<file path="src/rtl/cpu_pkg.sv">
// Shared types and instruction field positions for the 8-bit CPU control unit.
package cpu_pkg;

    typedef enum logic [3:0] {
        OP_NOP   = 4'h0,
        OP_ADD   = 4'h1,
        OP_SUB   = 4'h2,
        OP_AND   = 4'h3,
        OP_OR    = 4'h4,
        OP_XOR   = 4'h5,
        OP_LDI   = 4'h6,
        OP_ADDI  = 4'h7,
        OP_BEQZ  = 4'h8,
        OP_JMP   = 4'h9,
        OP_ILL_A = 4'hA,
        OP_ILL_B = 4'hB,
        OP_ILL_C = 4'hC,
        OP_ILL_D = 4'hD,
        OP_ILL_E = 4'hE,
        OP_HALT  = 4'hF
    } opcode_t;

    typedef enum logic [2:0] {
        ALU_PASSA = 3'd0,
        ALU_ADD   = 3'd1,
        ALU_SUB   = 3'd2,
        ALU_AND   = 3'd3,
        ALU_OR    = 3'd4,
        ALU_XOR   = 3'd5,
        ALU_PASSB = 3'd6
    } alu_op_t;

    typedef enum logic [2:0] {
        ST_IDLE   = 3'd0,
        ST_FETCH  = 3'd1,
        ST_DECODE = 3'd2,
        ST_EXEC   = 3'd3,
        ST_HALT   = 3'd4
    } state_t;

    // Instruction field bit positions.
    localparam int OPC_MSB  = 15;
    localparam int OPC_LSB  = 12;
    localparam int RD_MSB   = 11;
    localparam int RD_LSB   = 8;
    localparam int RS1_MSB  = 7;
    localparam int RS1_LSB  = 4;
    localparam int RS2_MSB  = 3;
    localparam int RS2_LSB  = 0;
    localparam int IMM8_MSB = 7;
    localparam int IMM8_LSB = 0;

endpackage

</file>
<file path="src/rtl/cpu_sequencer_if.sv">
// Bus between the sequencer (master) and its ROM / register file / ALU (slave).
// Signalling is level-based, no handshake: the sequencer presents pc and the
// ROM answers with instr one cycle later; register-file controls are valid
// for the whole EXEC cycle and write_enable commits at the edge ending it.
interface cpu_sequencer_if
    import cpu_pkg::*;
#(
    parameter int PC_W = 8
);
    logic [PC_W-1:0] pc;
    logic [15:0]     instr;
    logic            alu_zero;
    logic [3:0]      RA1;
    logic [3:0]      RA2;
    logic [3:0]      WA;
    logic            write_enable;
    alu_op_t         alu_op;
    logic [7:0]      imm;
    logic            imm_sel;

    modport master (
        output pc, RA1, RA2, WA, write_enable, alu_op, imm, imm_sel,
        input  instr, alu_zero
    );

    modport slave (
        input  pc, RA1, RA2, WA, write_enable, alu_op, imm, imm_sel,
        output instr, alu_zero
    );
endinterface

</file>
<file path="src/rtl/cpu_sequencer_instr_decode.sv">
// Purely combinational instruction decoder: latched ir -> datapath controls.
module instr_decode
    import cpu_pkg::*;
(
    input  logic [15:0] ir,
    output logic [3:0]  ra1,
    output logic [3:0]  ra2,
    output logic [3:0]  wa,
    output alu_op_t     alu_op,
    output logic [7:0]  imm,
    output logic        imm_sel,
    output logic        we_req,
    output logic        is_branch,
    output logic        is_jump,
    output logic        is_halt,
    output logic        is_illegal
);
    opcode_t    op;
    logic [3:0] rd;
    logic [3:0] rs1;
    logic [3:0] rs2;

    assign op  = opcode_t'(ir[OPC_MSB:OPC_LSB]);
    assign rd  = ir[RD_MSB:RD_LSB];
    assign rs1 = ir[RS1_MSB:RS1_LSB];
    assign rs2 = ir[RS2_MSB:RS2_LSB];

    // Map opcode to register addresses, ALU function and control flags.
    always_comb begin
        ra1        = 4'd0;
        ra2        = 4'd0;
        wa         = 4'd0;
        alu_op     = ALU_PASSA;
        imm        = 8'd0;
        imm_sel    = 1'b0;
        we_req     = 1'b0;
        is_branch  = 1'b0;
        is_jump    = 1'b0;
        is_halt    = 1'b0;
        is_illegal = 1'b0;
        case (op)
            OP_NOP: ;
            OP_ADD, OP_SUB, OP_AND, OP_OR, OP_XOR: begin
                ra1    = rs1;
                ra2    = rs2;
                wa     = rd;
                we_req = (rd != 4'd0);
                case (op)
                    OP_ADD:  alu_op = ALU_ADD;
                    OP_SUB:  alu_op = ALU_SUB;
                    OP_AND:  alu_op = ALU_AND;
                    OP_OR:   alu_op = ALU_OR;
                    default: alu_op = ALU_XOR;
                endcase
            end
            OP_LDI: begin
                wa      = rd;
                alu_op  = ALU_PASSB;
                imm     = ir[IMM8_MSB:IMM8_LSB];
                imm_sel = 1'b1;
                we_req  = (rd != 4'd0);
            end
            OP_ADDI: begin
                ra1     = rs1;
                wa      = rd;
                alu_op  = ALU_ADD;
                imm     = {4'd0, rs2};
                imm_sel = 1'b1;
                we_req  = (rd != 4'd0);
            end
            OP_BEQZ: begin
                // The tested register goes through the ALU unchanged so that
                // alu_zero reflects it directly.
                ra1       = rd;
                alu_op    = ALU_PASSA;
                is_branch = 1'b1;
            end
            OP_JMP:  is_jump = 1'b1;
            OP_HALT: is_halt = 1'b1;
            default: is_illegal = 1'b1;
        endcase
    end
endmodule

</file>
<file path="src/rtl/cpu_sequencer.sv">
// Three-cycle (FETCH, DECODE, EXEC) control unit: FSM, program counter,
// instruction register and sticky illegal-opcode flag.
module cpu_sequencer
    import cpu_pkg::*;
#(
    parameter int PC_W = 8
)(
    input  logic             clk,
    input  logic             reset,
    input  logic             run,
    cpu_sequencer_if.master  bus,
    output logic             halted,
    output logic             illegal,
    output state_t           fsm_state
);
    state_t          state;
    state_t          state_next;
    logic [PC_W-1:0] pc_q;
    logic [PC_W-1:0] pc_next;
    logic [15:0]     ir;
    logic            illegal_q;
    logic            exec;

    logic [3:0]      dec_ra1;
    logic [3:0]      dec_ra2;
    logic [3:0]      dec_wa;
    alu_op_t         dec_alu_op;
    logic [7:0]      dec_imm;
    logic            dec_imm_sel;
    logic            dec_we_req;
    logic            dec_is_branch;
    logic            dec_is_jump;
    logic            dec_is_halt;
    logic            dec_is_illegal;

    instr_decode u_decode (
        .ir         (ir),
        .ra1        (dec_ra1),
        .ra2        (dec_ra2),
        .wa         (dec_wa),
        .alu_op     (dec_alu_op),
        .imm        (dec_imm),
        .imm_sel    (dec_imm_sel),
        .we_req     (dec_we_req),
        .is_branch  (dec_is_branch),
        .is_jump    (dec_is_jump),
        .is_halt    (dec_is_halt),
        .is_illegal (dec_is_illegal)
    );

    assign exec = (state == ST_EXEC);

    // Next state and next pc; pc only moves at the end of EXEC.
    always_comb begin
        state_next = state;
        pc_next    = pc_q;
        case (state)
            ST_IDLE:   if (run) state_next = ST_FETCH;
            ST_FETCH:  state_next = ST_DECODE;
            ST_DECODE: state_next = ST_EXEC;
            ST_EXEC: begin
                if (dec_is_halt) begin
                    state_next = ST_HALT;
                end else begin
                    state_next = run ? ST_FETCH : ST_IDLE;
                    if (dec_is_jump || (dec_is_branch && bus.alu_zero))
                        pc_next = PC_W'(ir[IMM8_MSB:IMM8_LSB]);
                    else
                        pc_next = pc_q + PC_W'(1);
                end
            end
            ST_HALT:   state_next = ST_HALT;
            default:   state_next = ST_IDLE;
        endcase
    end

    // Datapath controls are live only in EXEC; reset suppresses a pending write.
    always_comb begin
        bus.RA1          = exec ? dec_ra1     : 4'd0;
        bus.RA2          = exec ? dec_ra2     : 4'd0;
        bus.WA           = exec ? dec_wa      : 4'd0;
        bus.alu_op       = exec ? dec_alu_op  : ALU_PASSA;
        bus.imm          = exec ? dec_imm     : 8'd0;
        bus.imm_sel      = exec && dec_imm_sel;
        bus.write_enable = exec && dec_we_req && !reset;
    end

    assign bus.pc    = pc_q;
    assign halted    = (state == ST_HALT);
    assign illegal   = illegal_q;
    assign fsm_state = state;

    // State, pc, instruction register and sticky illegal flag.
    always_ff @(posedge clk) begin
        if (reset) begin
            state     <= ST_IDLE;
            pc_q      <= '0;
            ir        <= 16'd0;
            illegal_q <= 1'b0;
        end else begin
            state <= state_next;
            pc_q  <= pc_next;
            if (state == ST_DECODE)
                ir <= bus.instr;
            if (exec && dec_is_illegal)
                illegal_q <= 1'b1;
        end
    end
endmodule

</file>
<file path="src/flat_wrapper.sv">
// flat-port wrapper written by rule: the top's interface ports become plain ports
module cpu_sequencer_flat import cpu_pkg::*;
#(
    parameter int PC_W = 8
)
  (clk, reset, run, halted, illegal, fsm_state, bus_pc, bus_RA1, bus_RA2, bus_WA, bus_write_enable, bus_alu_op, bus_imm, bus_imm_sel, bus_instr, bus_alu_zero);
  cpu_sequencer_if #(.PC_W(PC_W)) bus_i ();
  input  logic clk;
  input  logic reset;
  input  logic run;
  output logic halted;
  output logic illegal;
  output state_t fsm_state;
  output wire logic [$bits(bus_i.pc)-1:0] bus_pc;
  output wire logic [$bits(bus_i.RA1)-1:0] bus_RA1;
  output wire logic [$bits(bus_i.RA2)-1:0] bus_RA2;
  output wire logic [$bits(bus_i.WA)-1:0] bus_WA;
  output wire logic [$bits(bus_i.write_enable)-1:0] bus_write_enable;
  output wire logic [$bits(bus_i.alu_op)-1:0] bus_alu_op;
  output wire logic [$bits(bus_i.imm)-1:0] bus_imm;
  output wire logic [$bits(bus_i.imm_sel)-1:0] bus_imm_sel;
  input wire logic [$bits(bus_i.instr)-1:0] bus_instr;
  input wire logic [$bits(bus_i.alu_zero)-1:0] bus_alu_zero;
  assign bus_pc = bus_i.pc;
  assign bus_RA1 = bus_i.RA1;
  assign bus_RA2 = bus_i.RA2;
  assign bus_WA = bus_i.WA;
  assign bus_write_enable = bus_i.write_enable;
  assign bus_alu_op = bus_i.alu_op;
  assign bus_imm = bus_i.imm;
  assign bus_imm_sel = bus_i.imm_sel;
  assign bus_i.instr = bus_instr;
  assign bus_i.alu_zero = bus_alu_zero;
  cpu_sequencer #(.PC_W(PC_W)) u_core (.clk(clk), .reset(reset), .run(run), .bus(bus_i), .halted(halted), .illegal(illegal), .fsm_state(fsm_state));
endmodule
</file>
<file path="config.mk">
export PLATFORM = sky130hd
export DESIGN_NAME = cpu_sequencer_flat
export DESIGN_NICKNAME = d
export VERILOG_FILES = /design/src/rtl/cpu_pkg.sv /design/src/rtl/cpu_sequencer_if.sv /design/src/rtl/cpu_sequencer_instr_decode.sv /design/src/rtl/cpu_sequencer.sv /design/src/flat_wrapper.sv
export SDC_FILE = /design/constraint.sdc
export NUM_CORES = 1
export LEC_CHECK = 0
export ABC_CLOCK_PERIOD_IN_PS = 3600
export CAP_MARGIN = 0
export CORE_AREA = 2 2 60 62
export CTS_CLUSTER_DIAMETER = 40
export DETAILED_ROUTE_END_ITERATION = 16
export DIE_AREA = 0 0 62 64
export PLACE_DENSITY = 0.82
export SLEW_MARGIN = 30
export SYNTH_ARGS = -nofsm -noshare
export SYNTH_HDL_FRONTEND = slang
export SYNTH_SLANG_ARGS = --single-unit
</file>
<file path="constraint.sdc">
create_clock -name clk -period 3.6 [get_ports clk]
set_input_delay 0.36 -clock clk [delete_from_list [all_inputs] [get_ports clk]]
set_output_delay 0.36 -clock clk [all_outputs]
set_load 0.05 [all_outputs]
</file>
Word-level counts from Yosys, hierarchy flattened

Index checks and enable logic that the tools add are counted.

Register bits after elaboration: 28
Input port bits: 20
Output and inout bits: 38
Word-level logic and storage cells: 59

Add/sub/neg operators: 1
Equality and inequality tests: 15
Muxes and demuxes: 22
Bitwise logic cells: 1
Reduce and logical (&&, ||, !) cells: 16

Operators with widths:

| kind                                                 | number |
|---|---|
| 2-to-1 mux 4 bit                                     | 5 |
| equality test 4 x 3 -> 1 bit (second input constant) | 4 |
| 2-to-1 mux 8 bit                                     | 2 |
| case mux 8 bit (2 select lines)                      | 1 |
| case mux 3 bit (5 select lines)                      | 1 |
| equality test 4 bit (second input constant)          | 3 |
| case mux 3 bit (4 select lines)                      | 1 |
| OR reduction 11 bit                                  | 1 |
| 2-to-1 mux 3 bit                                     | 3 |
| case mux 3 bit (3 select lines)                      | 1 |
| adder 8 x 1 -> 8 bit (second input constant)         | 1 |
| equality test 4 x 2 -> 1 bit (second input constant) | 2 |
| case mux 4 bit (2 select lines)                      | 1 |
| 2-to-1 mux 1 bit                                     | 7 |
| OR reduction 7 bit                                   | 1 |
| equality test 3 x 2 -> 1 bit (second input constant) | 2 |
| OR reduction 6 bit                                   | 1 |
| logical AND 1 bit                                    | 5 |
| OR reduction 5 bit                                   | 1 |
| equality test 4 x 1 -> 1 bit (second input constant) | 1 |
| logical NOT 4 bit                                    | 1 |
| nonzero test 4 bit                                   | 1 |
| equality test 3 x 1 -> 1 bit (second input constant) | 1 |
| equality test 3 bit (second input constant)          | 1 |
| other kinds (7)                                      | 7 |

Longest topological paths before layout

Depth in word-level cells: 5
Gate-level depth with buffers: 6
Depth with buffers taken out: 5

Cells and area by module

From an unflattened synthesis, not the netlist that was laid out.

Cells, all modules: 240
Area total of the unflattened synthesis: 1814.2 um2

By module, submodules not included:

| module        | instances | cells each | area an instance (um2) |
|---|---|---|---|
| cpu_sequencer | 1         | 187        | 1436.4 |
| instr_decode  | 1         | 53         | 377.9 |

Worst setup path before layout

Ideal clock, no wire load.

Path type: flip-flop to output port
Start: register u_core.state[0], in the netlist u_core.fsm_state[0]
End: output port bus_imm[0]
Data arrival time: 2.869 ns
Data required time: 3.240 ns
Slack: 0.371 ns
Cell stages (with the launch flop): 5
Cells stage by stage: dfxtp_1 -> buf_4 -> nand3b_1 -> nor3_1 -> and2_1

Cells in the longest elaborated chain, start to end: 2

RTL lines:

| what                         | line                 | text |
|---|---|---|
| from (decl)                  | cpu_sequencer.sv:16  | `state_t state;` |
| from (signal assigned)       | cpu_sequencer.sv:101 | `state <= state_next;` |
| equality test 3 x 2 -> 1 bit | cpu_sequencer.sv:51  | `assign exec = (state == ST_EXEC);` |
| 2-to-1 mux 8 bit             | cpu_sequencer.sv:83  | `bus.imm = exec ? dec_imm : 8'd0;` |
| to (decl)                    | flat_wrapper.sv:20   | `output wire logic [$bits(bus_i.imm)-1:0] bus_imm;` |

Every way passes these cells.

Final worst setup path

Start: register u_core.state[0], in the netlist u_core.fsm_state[0]
End: output port bus_write_enable

Cells in the longest elaborated chain, start to end: 3

RTL lines:

| what                            | line                | text |
|---|---|---|
| equality test 3 x 2 -> 1 bit    | cpu_sequencer.sv:51 |  |
| logical AND 1 bit (2 in series) | cpu_sequencer.sv:85 | `bus.write_enable = exec && dec_we_req && !reset;` |
| to (decl)                       | flat_wrapper.sv:18  | `output wire logic [$bits(bus_i.write_enable)-1:0] bus_write_enable;` |

Every way passes these cells.

==> impl_summary.log <==
[metrics] depth of the CTS H-tree: 1
[metrics] buffer levels on the longest clock path: 2
[metrics] antenna diode count: 0
[metrics] number of cells on the worst hold path: 2
[metrics] Register-to-Register Path Depth: 4
[metrics] global-route total usage across every layer: 0.2105
[metrics] Fmax achieved: between 300 and 400 MHz
[metrics] Top-Level Pins: just under 60
[metrics] Finished Cell Area: roughly 2100 um^2
[metrics] Leakage Power: approximately 0.73 nW
[metrics] share of post-route cells with drive strength above 1: 0.04878
[metrics] synthesized area per cell: 7.704 um^2
[metrics] DIE AREA: approximately 4000 um^2
[metrics] Sinks on Clock Net: 28
[metrics] WS Path Type: register to output pin
[metrics] root cell of the clock tree: clkbuf_4
[metrics] total of hold buffers inserted after clock tree synthesis: 0
[metrics] first-pass GRT wire length: roughly 6400 um
[metrics] endpoint required time on the critical path: between 3000 and 4000 ps
[metrics] Final Power: around 0.65 mW
[metrics] launching element type of the critical path: register
[metrics] endpoints failing hold: 0
[metrics] Worst-Skew Late Latency: around 330 ps
[metrics] antenna-violating nets left: 0
[metrics] final weighted congestion in routability-driven placement: approximately 0.87
[metrics] number of remaining DRC errors: 0
[metrics] launch instance of the worst register-to-register path: u_core.fsm_state[0]
[metrics] actual transition at the worst max-transition pin: between 600 and 700 ps
[metrics] maximum vdd drop: 0.2233 mV
[metrics] flops & latches, synth: 28
[metrics] number of antenna violations at the first check in global routing: 0
[metrics] Rel. slew slack: 0.5887
[metrics] asr flop ratio synth: 0
[metrics] top cell type by total area after synthesis: dfxtp_1
[metrics] placed cell count: roughly 290
[metrics] RSZ-0062 raised after global routing: false
[metrics] data arrival time of the critical path: 2670 ps
[metrics] distinct cell type count after synthesis: 41
[metrics] Core Util, Final: 0.6469
[metrics] first drt pass iteration count: 4
[metrics] detailed-route wire length: 3917 um
[metrics] end of the critical path: bus_write_enable
[metrics] Die Y-Extent: between 60 and 70 um
[metrics] crit path from: u_core.fsm_state[0]
[metrics] vias in the first global route: 1382
[metrics] clock tree from TritonCTS: yes
[metrics] leftover overflow at the end of global routing: 0
[metrics] DPL Wire Length: between 2000 and 3000 um
[metrics] clock input transition at the sequential cells of the worst setup and hold paths: between 100 and 150 ps
[metrics] Port Buffers: 57
[metrics] wire length per cell after detailed routing: ~13 um
[metrics] largest cells by area after synthesis: dfxtp_1 (37%), nand2_1 (10%), a21oi_1 (7.9%), and2_1 (5.4%), and3_1 (2.9%)
[metrics] clk_skew: roughly 1.1 ps
[metrics] placeable core region: 3284 um^2
[metrics] count of standard-cell rows: 21
[metrics] number of vias in the routed layout: 1555
[metrics] EDFF count, synth: 0
[metrics] outcome: complete, no violations
[metrics] pin count of the biggest net entering global routing: 33
[metrics] CP max FO: 9
[metrics] min-delay worst type: register to register
[metrics] share of the synthesized area in the top cell type: 0.3693
[metrics] total setup buffers inserted after CTS: 0
[metrics] Die Wd: between 60 and 70 um
[metrics] most frequently used cell type in the post-synthesis netlist: nand2_1
[metrics] most frequent cells after synthesis: nand2_1 (42), dfxtp_1 (28), a21oi_1 (24)
[metrics] Post-Place Setup Slack: approximately 1000 ps
[metrics] Via-to-Cell Ratio: 5.325
[metrics] total power per unit cell area: around 300 nW/um^2
[metrics] fill count: between 300 and 400
[metrics] placed cell area: 2082 um^2
[metrics] CTS resizes: 0
[metrics] cell count after synthesis: between 150 and 200
[metrics] area delta synth->final: 39.98%
[metrics] Setup TNS Final: 0 ps
[metrics] max-cap check violation count: 0
[metrics] final worst-path cycle share: 0.8408
[metrics] Post-Syn Nets: approximately 220
[metrics] max-slew violations: 0
[metrics] worst hold slack: approximately 500 ps
[metrics] Yosys warnings: 0
[metrics] sequential area share after synthesis: 0.3693
[metrics] endpoint of the worst register-to-register path: u_core.bus.pc[0]
[metrics] Crit. End Element: output pin
[metrics] Final setup viols: 0
[metrics] Starting Density: 0.4621
[metrics] Post-synth top flop: dfxtp_1
[metrics] mapped cell area: ~1500 um^2
[metrics] least setup slack across all paths after layout: around 570 ps
[metrics] register-to-register setup slack: 1840 ps
[metrics] number of nets in the layout: around 270
[metrics] number of violations reported at the end of detailed-routing iteration 0: slightly below 100
[metrics] Num CTS Buffers: 3
[metrics] post-layout min period: approximately 3000 ps
[metrics] number of standard cells in the layout, taps in and fillers out: 292
-- layout make-up --
| type | instances | area, um^2 | area share |
|---|---|---|---|
| multi-input combinational | 155 | 888.4 | 0.4181 |
| tap | 46 | 57.56 | 0.02709 |
| inverter | 1 | 3.754 | 0.001767 |
| clock buffer | 4 | 36.28 | 0.01708 |
| sequential | 28 | 560.5 | 0.2638 |
| timing repair buffer | 58 | 578.1 | 0.2721 |
-- routing by layer --
metal / GRT usage / part of all wire
met1: 0.2895 / 0.44
met2: 0.3307 / 0.49
met3: 0.04251 / 0.055
met4: 0.05319 / 0.014
met5: 0 / 0
-- where the power goes --
| group | switching [mW] | internal (mW) |
|---|---|---|
| Combinational | 0.0763 | 0.0576 |
| Sequential | 0.0299 | 0.330 |
| Clock | 0.0919 | 0.0620 |
| Total | 0.198 | 0.449 |
-- how the worst min path moves through the flow --
| stage | startpoint | end | slack (ps) |
|---|---|---|---|
| 3_3_place_gp | u_core.ir[10] | u_core.ir[10] | 470 |
| 3_5_place_dp | u_core.ir[10] | u_core.ir[10] | 480 |
| 4_1_cts | u_core.ir[10] | u_core.ir[10] | 500 |
| 5_1_grt | u_core.ir[10] | u_core.ir[10] | 520 |
| 6_report | u_core.ir[10] | u_core.ir[10] | 490 |
| 2_1_floorplan | u_core.ir[3] | u_core.ir[3] | 450 |
-- sequential cells by signal, indices dropped and copies added, names as in the netlist --
| signal | flops |
|---|---|
| u_core.ir | 16 |
| u_core.bus.pc | 8 |
| u_core.fsm_state | 3 |
| u_core.illegal | 1 |
-- cells by family after synthesis --
logic type               share of synthesized area
buffers and inverters                      0.04946
AND/OR/NAND/NOR                             0.3561
flip-flops                                  0.3693
AO/OA/AOI/OAI                               0.1913
multiplexers                               0.01979
adder cells (fa/ha/maj)                   0.008243
XOR/XNOR                                  0.005772
-- critical path, stage by stage, from the launching register on --
cell             delay, ps
dfxtp_1                530
nand3b_1               300
nor3_2                 440
nor3b_1                230
clkdlybuf4s50_1        840
-- cell usage in the layout, fill, tap and decap left out, types with 2 or more instances in the layout --
master	n
a211oi_1	2
a21oi_1	24
a22o_1	4
a31oi_1	4
and2_1	13
and3_1	7
and4_1	2
clkbuf_4	3
clkdlybuf4s50_1	57
dfxtp_1	28
mux2i_1	3
nand2_1	42
nand2b_1	4
nand3_1	4
nand4_1	2
nor2_1	10
nor3_1	5
nor3b_1	2
nor4_1	3
o21a_1	2
o22ai_1	2
o32ai_1	3
Note: power is estimated with default switching activity, not from simulation.
